**config.mk**
```make
export PLATFORM = sky130hd
export DESIGN_NAME = mux4_rr_arbiter
export DESIGN_NICKNAME = d
export VERILOG_FILES = /design/src/rtl/mux4_rr_arbiter.sv
export SDC_FILE = /design/constraint.sdc
export NUM_CORES = 1
export LEC_CHECK = 0
export CAP_MARGIN = 30
export CORE_ASPECT_RATIO = 0.6
export CORE_MARGIN = 2
export CORE_UTILIZATION = 35
export DETAILED_ROUTE_END_ITERATION = 6
export GPL_TIMING_DRIVEN = 0
export PLACE_DENSITY = 0.63
export REMOVE_ABC_BUFFERS = 1
export SYNTH_ARGS = -nofsm -noshare
export SYNTH_HDL_FRONTEND = slang
export SYNTH_SLANG_ARGS = --single-unit
```
**constraint.sdc**
```tcl
create_clock -name clk -period 2.7 [get_ports clk]
set_input_delay 0.81 -clock clk [delete_from_list [all_inputs] [get_ports clk]]
set_output_delay 0.81 -clock clk [all_outputs]
set_load 0.1 [all_outputs]
```
**src/rtl/mux4_rr_arbiter.sv**
```systemverilog
// Round-robin owner sequencer for a shared 4:1 mux: grants one requester at a
// time, bounds each tenure to MAX_HOLD cycles and drives the mux selects.
module mux4_rr_arbiter #(
    parameter  int MAX_HOLD = 4,
    localparam int CW       = $clog2(MAX_HOLD + 1)
) (
    input  logic          clk,
    input  logic          rst_n,
    input  logic [3:0]    req,
    output logic [3:0]    gnt,
    output logic          s1,
    output logic          s2,
    output logic          busy,
    output logic [CW-1:0] hold_cnt
);

    typedef enum logic {
        IDLE  = 1'b0,
        GRANT = 1'b1
    } state_t;

    localparam logic [CW-1:0] HOLD_LAST = CW'(MAX_HOLD - 1);

    state_t     r_state;
    logic [1:0] r_owner;
    logic [1:0] r_ptr;

    logic       w_any;
    logic       w_keep;
    logic [1:0] w_next_ptr;
    logic [1:0] w_win_idle;
    logic [1:0] w_win_rel;

    // Scans from the highest offset down so the lowest offset from p wins.
    function automatic logic [1:0] pick(input logic [3:0] r, input logic [1:0] p);
        logic [1:0] idx;
        pick = p;
        for (int k = 3; k >= 0; k--) begin
            idx = p + 2'(k);
            if (r[idx]) pick = idx;
        end
    endfunction

    always_comb begin
        w_any      = |req;
        w_keep     = req[r_owner] && (hold_cnt != HOLD_LAST);
        w_next_ptr = r_owner + 2'd1;
        w_win_idle = pick(req, r_ptr);
        w_win_rel  = pick(req, w_next_ptr);
    end

    always_ff @(posedge clk or negedge rst_n) begin
        if (!rst_n) begin
            r_state  <= IDLE;
            r_owner  <= 2'd0;
            r_ptr    <= 2'd0;
            gnt      <= 4'b0000;
            s1       <= 1'b0;
            s2       <= 1'b0;
            busy     <= 1'b0;
            hold_cnt <= '0;
        end else begin
            case (r_state)
                IDLE: begin
                    if (w_any) begin
                        r_state  <= GRANT;
                        r_owner  <= w_win_idle;
                        gnt      <= 4'b0001 << w_win_idle;
                        {s1, s2} <= w_win_idle;
                        busy     <= 1'b1;
                        hold_cnt <= '0;
                    end
                end
                GRANT: begin
                    if (w_keep) begin
                        hold_cnt <= hold_cnt + CW'(1);
                    end else begin
                        r_ptr    <= w_next_ptr;
                        hold_cnt <= '0;
                        if (w_any) begin
                            // Handoff in the same edge; the old owner sits last in the search.
                            r_owner  <= w_win_rel;
                            gnt      <= 4'b0001 << w_win_rel;
                            {s1, s2} <= w_win_rel;
                        end else begin
                            r_state <= IDLE;
                            gnt     <= 4'b0000;
                            busy    <= 1'b0;
                        end
                    end
                end
                default: r_state <= IDLE;
            endcase
        end
    end

endmodule

```
; Word-level counts from Yosys, hierarchy flattened
; Index checks and enable logic that the tools add are counted.
[word_totals]
in_bits = 6
out_inout_bits = 10
ff_bits = 15
[op_classes]
eq_ne = 5
shift = 2
n_bitwise = 2
n_addsub = 8
magnitude_cmp = 9
n_mux = 52
reduce_logical = 6
[op_table]
columns = cell, n
row1 = "2-bit by 3-bit less-than comparator with 1-bit output, second input constant", 9
row2 = 2-bit two-way mux, 11
row3 = 1-bit two-way mux, 20
row4 = 1-bit binary-select mux with 2-bit select, 9
row5 = 4-bit two-way mux, 3
row6 = "2-bit adder, second input constant", 4
row7 = 1-bit case mux with 2 select lines, 4
row8 = 4-bit case mux with 2 select lines, 1
row9 = "1-bit by 2-bit left shift with 4-bit output, first input constant", 2
row10 = "2-bit by 1-bit adder with 2-bit output, second input constant", 3
row11 = 3-bit two-way mux, 2
row12 = "2-bit inequality test, second input constant", 3
row13 = 3-bit case mux with 2 select lines, 1
row14 = 3-bit AND reduction, 2
row15 = 2-bit case mux with 2 select lines, 1
row16 = 2-bit AND reduction, 2
row17 = 4-bit OR reduction, 1
row18 = "3-bit by 1-bit adder with 3-bit output, second input constant", 1
row19 = "3-bit by 2-bit inequality test with 1-bit output, second input constant", 1
row20 = "2-bit by 1-bit inequality test with 1-bit output, second input constant", 1
row21 = 1-bit NOT, 2
row22 = 1-bit logical AND, 1

; Longest topological paths before layout
; Gate-level depths: netlist of run 1.
[depth]
depth_word = 12
ltp_mapped = 6
mapped_depth_nobuf = 6

; Worst setup path before layout of run 1
; No wires, ideal clock.
[synth_timing]
kind = register to register
from = reg r_owner[0]
to = reg r_owner[0]
path_slack_ns = 0.205
path_buffers = 1
stages_incl_launch_ff = 7
t_required_ns = 2.572
synth_period_minus_slack_ns = 2.495
setup_time_ns = 0.128
arrival_ns = 2.367
cell_sequence = dfrtp_1 > buf_6 > mux4_2 > nand2b_2 > or2_4 > nor3b_4 > mux2_1
[synth_between]
elab_chain_cells = 11
word_cells_on_any_way = 24
cone_classes = add/sub (4) / eq/ne (1) / mux (17) / reduce/logical (2)
[synth_lines]
columns = element, line
row1 = "start, declared", 25  ; logic [1:0] r_owner;
row2 = "start signal, assigned", 67  ; r_owner <= w_win_idle;
row3 = "start signal, assigned", 82  ; r_owner <= w_win_rel;
row4 = 2-bit by 1-bit adder with 2-bit output, 47  ; w_next_ptr = r_owner + 2'd1;
row5 = 2-bit adder, 39  ; idx = p + 2'(k);
row6 = 1-bit binary-select mux with 2-bit select, 40  ; if (r[idx]) pick = idx;
row7 = 1-bit two-way mux (implied by the code), 40
row8 = 2-bit two-way mux (4 in a row), 40
row9 = 2-bit two-way mux, 80  ; if (w_any) begin
row10 = 2-bit two-way mux, 75  ; if (w_keep) begin
row11 = 2-bit case mux with 2 select lines, 63  ; case (r_state)
; Several ways; a longest one is shown, not always the timed one. The select of a mux whose other input is x is not followed.
; A chain may end at the register's enable or synchronous reset.

; Worst setup path after layout of run 1
[layout_timing]
from = in req[1]
to = reg r_owner[0]
[layout_between]
elab_chain_cells = 9
word_cells_on_any_way = 36
cone_classes = eq/ne (3) / mux (30) / reduce/logical (3)
[layout_lines]
columns = element, line
row1 = "start, declared", 9  ; input logic [3:0] req,
row2 = 1-bit binary-select mux with 2-bit select, 40
row3 = 1-bit two-way mux (implied by the code), 40
row4 = 2-bit two-way mux (4 in a row), 40
row5 = 2-bit two-way mux, 80
row6 = 2-bit two-way mux, 75
row7 = 2-bit case mux with 2 select lines, 63
; Several ways; a longest one is shown, not always the timed one. The select of a mux whose other input is x is not followed.

==> results.py, run 1 <==
metrics = {
    "route": {
        "viasPerCell": 5.72,
        "ant_nets": 0,
        "wire_per_inst_um": 16.2,
        "drt_wl_total_um": 2220,
        "first_pass_iters": 4,
        "first_iter_violations": 33,
        "vias": 784,
        "drc": 0,
    },
    "global_routing": {
        "grt.overflow.total": 0,
        "gr-usage-all-layers_pct": 16.2,
        "antenna_found_initial": 0,
        "grt_pass1_wl_um": 3750,
        "grt_pass1_vias": 771,
        "grt_max_degree": 14,
    },
    "sta": {
        "setup_slack_ns": 0.0844,
        "slew_headroom_pct": 35.2,
        "fin_crit_sh_pct": 96.9,
        "fin_skew_ns": 0.00139,
        "setup_viol": 0,
        "rsz0062_at_grt": "no",
        "drv_slew": 0,
        "worst_pin_slew_ns": 0.969,
        "min_period_ns": 2.62,
        "max_freq_ghz": 0.382,
        "hold_viol": 0,
    },
    "logic_synthesis": {
        "synthSimpleGateAreaFrac_pct": 19.0,
        "synth_compound_area_share_pct": 21.9,
        "postSynthAreaPerCell_um2": 10.2,
        "synth_xor_area_share_pct": 0.931,
        "synth_top_family_by_area": "compound AO/OA/AOI/OAI gates",
        "synth_flop_cell": "dfrtp_1",
        "synthTopCellsByCount": "13 x dfrtp_1, 6 x mux2_1, 6 x nor2b_1",
        "synth_top_area_cell": "dfrtp_1",
        "ys_ff_latch": 13,
        "synth_cell_types": 41,
        "synth_area_um2": 941,
        "synth.most_common_cell": "dfrtp_1",
        "ys_async_sr_fraction_pct": 100,
        "synth_fa_ha_area_share_pct": 5.32,
        "synth_edf_count": 0,
        "synth_area_leaders": "dfrtp_1 35%, mux2_1 7.2%, ha_1 5.3%",
        "synthMuxAreaShare_pct": 11.7,
        "yosysWarnings": 0,
        "ys_seq_area_share_pct": 34.6,
        "synth_cells": 92,
        "yosysTopAreaCellShare_pct": 34.6,
    },
    "final_layout": {
        "fill_cells": 252,
        "layout.nets": 116,
        "diodes": 0,
        "layout-drive-gt1-share_pct": 13.3,
        "finalCoreUtilization_pct": 45.4,
        "finalNonFillerCells": 137,
        "area_growth_pct": 21.7,
    },
    "floorplan": {
        "die-area_mm2": 0.00313,
        "num_io_pins": 16,
        "dieHeight_um": 44.2,
        "initial_core_util_pct": 37.3,
        "chipWidth_um": 70.9,
        "core-area_mm2": 0.00252,
        "row_count": 14,
    },
    "setup_path": {
        "startpoint_type": "input port",
        "cp_slowest_cell": "clkdlybuf4s50_1",
        "path_max_fanout": 10,
        "cp_top_family": "buffers and inverters",
        "worst-endpoint-arrival_ns": 2.75,
        "path_buf_inv": 2,
        "slowest_delay_ns": 0.59,
        "critPathKind": "input port to register",
        "end_kind": "register",
        "cp_cell_sequence": "clkdlybuf4s50_1 -> or4_4 -> inv_1 -> ha_2 -> nor3b_4 -> mux2_1",
        "cp.required_ns": 2.83,
    },
    "cts": {
        "cts_tree": "built",
        "clkSlewWorstSetupHoldPaths_ns": 0.06,
        "worstSkewPairLatency_ns": 0.25,
        "clock_sinks": 13,
        "root_buffer": "clkbuf_8",
        "ctsLongestPathBuffers": 2,
        "htree_num_levels": 1,
        "hold_buffers": 0,
        "post-cts-setup-buffers": 0,
        "cts_buffers": 3,
    },
    "place": {
        "pre_cts_slack_ns": -0.262,
        "port-buffer-count": 15,
        "dp_hpwl_um": 1660,
        "place.gp.congestion": 0.816,
        "dp.cells": 133,
    },
    "run_status": {
        "outcome": "completed",
    },
    "flow_run": {
        "max_cap_violations": 0,
    },
    "worst_hold_path": {
        "hp-class": "register to register",
    },
}
path summary, 6_finish.rpt:
path | start | end | slack (ns) | cells past startpoint
worst min register to register | gnt[1] | gnt[1] | 0.49 | 1
max in group asynchronous | rst_n | s1 | 1.36 | 1
worst max-delay path | req[1] | r_owner[0] | 0.08 | 6
min in group asynchronous | rst_n | busy | 0.94 | 1
worst min-delay path | gnt[1] | gnt[1] | 0.49 | 1
worst max register to register | r_owner[0] | r_owner[0] | 0.63 | 5
cell families after synthesis:
group,count (synthesis)
AOI/OAI and AO/OA,26
xor gates and xnor gates,1
adders and majority gates,4
buffers and inverters,11
DFF,13
muxes,9
and+or+nand+nor,28
final cells by class:
class                           count  area [µm²]  area share (%)
Clock inverter                      1        5.00           0.437
Multi-Input combinational cell     68         562            49.1
Clock buffer                        3        41.3            3.61
Timing Repair Buffer               15         153            13.3
Tap cell                           32        40.0            3.50
Inverter                            5        18.8            1.64
Sequential cell                    13         325            28.4
flip-flops by register name (all words and copies together), names as in the netlist:
name,count
r_owner,1
gnt,4
r_ptr,2
r_state,1
busy,1
hold_cnt,3
s1,1
layer usage:
layer  wire (µm)  track usage [%]
met5           0                0
met4          15             4.53
met1        1130             22.5
met3         135             5.69
met2         939             24.1
what timing repair did:
action,in CTS,in global routing
endpoints found under the setup margin,4,4
gates resized for setup,3,3
cloned,0,0
stage by stage:
stage / hold slack [ns] / cell area (µm²) / setup TNS [ns]
global placement: 0.478 / 1090 / -0.802
CTS: 0.495 / 1130 / 0
detailed placement: 0.482 / 1090 / -1.01
finish: 0.492 / 1140 / 0
global route: 0.528 / 1140 / 0
floorplan: 0.514 / 898 / 0
worst reg2reg max path, cell delays in order, from the launching register on:
cell      delay [ns]
dfrtp_1         0.57
mux4_2          0.58
nand2b_2        0.11
or2_4           0.15
nor3b_4         0.21
mux2_1          0.34
placed cells by master (no fill, tap or decap), types with 2 or more instances in the layout:
master	Yosys	final
dfrtp_1	13	13
clkdlybuf4s50_1	0	11
nor2b_1	6	6
mux2_1	6	6
nand2_1	5	5
inv_1	4	4
o21ai_0	4	4
o32ai_1	4	4
nor3_1	3	3
nand2b_1	3	3
ha_1	4	3
clkbuf_8	0	3
nor2_1	2	2
a2bb2oi_1	2	2
o221ai_1	2	2
mux2i_1	2	2
o21bai_1	2	2
dlymetal6s2s_1	0	2
dlygate4sd2_1	0	2
Power of run 1 is left out: the tool's default activity adds up to more than one toggle a clock period on the data nets, which glitch-free logic cannot reach.
==> run 2, diff against run 1 <==
--- a/config.mk
+++ b/config.mk
@@ -11,7 +11,7 @@
 export CORE_UTILIZATION = 35
 export DETAILED_ROUTE_END_ITERATION = 6
 export GPL_TIMING_DRIVEN = 0
-export PLACE_DENSITY = 0.63
+export PLACE_DENSITY = 0.58
 export REMOVE_ABC_BUFFERS = 1
 export SYNTH_ARGS = -nofsm -noshare
 export SYNTH_HDL_FRONTEND = slang
==> run 2 against run 1 <==
Net effect: critical path depth down 5; worst setup slack worse by 0.018 ns; sequential share of layout area up 0.16 points; via count down 2.8%; register-to-register slack better by 0.03 ns; final cell count unchanged; die area unchanged; wire length down 7.9%; sequential cell count unchanged; global-route usage down 1.3 points; hold slack better by 0.0018 ns; non-clock buffer count unchanged.
==> results.py, run 2 (synthesis results as in run 1) <==
metrics = {
    "run_status": {
        "outcome": "completed",
    },
    "route": {
        "drc": 0,
        "ant_nets": 0,
        "first_iter_violations": 39,
        "first_pass_iters": 4,
        "vias": 762,
        "wire_per_inst_um": 14.9,
        "drt_wl_total_um": 2040,
        "viasPerCell": 5.56,
    },
    "place": {
        "dp.cells": 133,
        "place_area_mm2": 0.00109,
        "dp_hpwl_um": 1540,
        "port-buffer-count": 15,
        "place.gp.congestion": 0.778,
    },
    "setup_path": {
        "r2r_cells": 5,
        "timing.rr.end": "r_owner[0]",
        "cp_cell_sequence": "clkdlybuf4s50_1",
        "cp_top_family": "buffers and inverters",
        "cp.required_ns": 1.89,
        "slowest_delay_ns": 1.16,
        "path_buf_inv": 1,
        "worst-endpoint-arrival_ns": 1.82,
        "end_kind": "output pin",
        "rrSetupSlack_ns": 0.66,
        "startpoint_type": "register",
        "cp_slowest_cell": "clkdlybuf4s50_1",
        "rr_startpoint": "r_owner[0]",
        "critPathKind": "register to output pin",
        "path_max_fanout": 4,
    },
    "final_layout": {
        "layout-drive-gt1-share_pct": 11.4,
        "diodes": 0,
        "largest_register": "gnt",
        "largest_reg_flops": 4,
        "reg_top3": "gnt (4), hold_cnt (3), r_ptr (2)",
        "layout_commonest_cell": "dfrtp_1",
        "final_cell_mix": "13 x dfrtp_1, 11 x clkdlybuf4s50_1, 6 x nor2b_1, 6 x mux2_1, 5 x nand2_1",
        "fin_area_mm2": 0.00114,
        "area_growth_pct": 21.0,
        "layout.nets": 116,
        "finalNonFillerCells": 137,
    },
    "cts": {
        "post-cts-setup-buffers": 0,
        "cts_tree": "built",
        "clkSlewWorstSetupHoldPaths_ns": 0.05,
        "cts_buffers": 3,
        "htree_num_levels": 1,
        "worstSkewPairLatency_ns": 0.24,
        "root_buffer": "clkbuf_8",
        "clock_sinks": 13,
        "ctsLongestPathBuffers": 2,
    },
    "sta": {
        "setup_viol": 0,
        "worst_pin_slew_ns": 0.975,
        "fin_skew_ns": 0.00172,
        "max_freq_ghz": 0.380,
        "slew_headroom_pct": 34.8,
        "drv_slew": 0,
        "hold_ws_ns": 0.493,
        "min_period_ns": 2.63,
        "fin_crit_sh_pct": 97.6,
        "hold_viol": 0,
        "final.setup.tns_ns": 0,
        "rsz0062_at_grt": "no",
    },
    "worst_hold_path": {
        "hold_start": "busy",
        "min_to": "busy",
        "min_path_cells": 1,
        "hp-class": "register to register",
    },
    "floorplan": {
        "initial_core_util_pct": 37.3,
        "chipWidth_um": 70.9,
        "num_io_pins": 16,
        "core-area_mm2": 0.00252,
        "dieHeight_um": 44.2,
        "row_count": 14,
        "die-area_mm2": 0.00313,
    },
    "global_routing": {
        "grt_pass1_vias": 678,
        "grt_pass1_wl_um": 3460,
        "gr-usage-all-layers_pct": 14.8,
        "antenna_found_initial": 0,
        "grt.overflow.total": 0,
        "grt_max_degree": 14,
    },
    "flow_run": {
        "max_cap_violations": 0,
    },
}
run 2: cell count changes in the layout (fill, tap and decap cells not counted):
cell | previous run | this run
a2111oi_1 | 0 | 1
a2111oi_2 | 1 | 0
clkbuf_1 | 0 | 1
clkinv_2 | 1 | 0
run 2: layer usage:
metal / vias up / GRT usage, % / routed length [µm]
li1: 373 / - / -
met1: 360 / 21.5 / 1010
met2: 26 / 20.6 / 857
met3: 3 / 5.92 / 155
met4: 0 / 3.77 / 17
met5: - / 0 / 0
run 2: metrics by stage:
step / utilization (%) / setup slack [ns]
global route: 45.1 / 0.00184
finish: 45.1 / 0.0659
floorplan: - / 0.198
detailed placement: 43.2 / -0.263
global placement: 43.2 / -0.255
CTS: 44.9 / 0.0476
run 2: worst max path at each step:
stage	from	to	depth (start not counted)
after floorplan	r_owner[0]	r_owner[0]	5
after global placement	req[3]	r_owner[0]	6
after detailed placement	req[3]	s1	6
after CTS	hold_cnt[0]	hold_cnt[0]	1
after global routing	req[0]	r_owner[0]	6
final	hold_cnt[0]	hold_cnt[0]	1
run 2: repair_timing:
| action | in CTS | in global routing |
|---|---|---|
| hold endpoints to repair | 0 | 0 |
| resized for setup | 3 | 2 |
| hold buffers | 0 | 0 |
| setup endpoints to repair | 4 | 2 |
run 2: area by class of cell:
class                      count  area (µm²)
fill                         250        1380
multi-input combinational     68         557
sequential                    13         325
timing repair buffer          15         153
clock buffer                   4        45.0
tap                           32        40.0
inverter                       5        18.8
Power of run 2 is left out for the same reason.
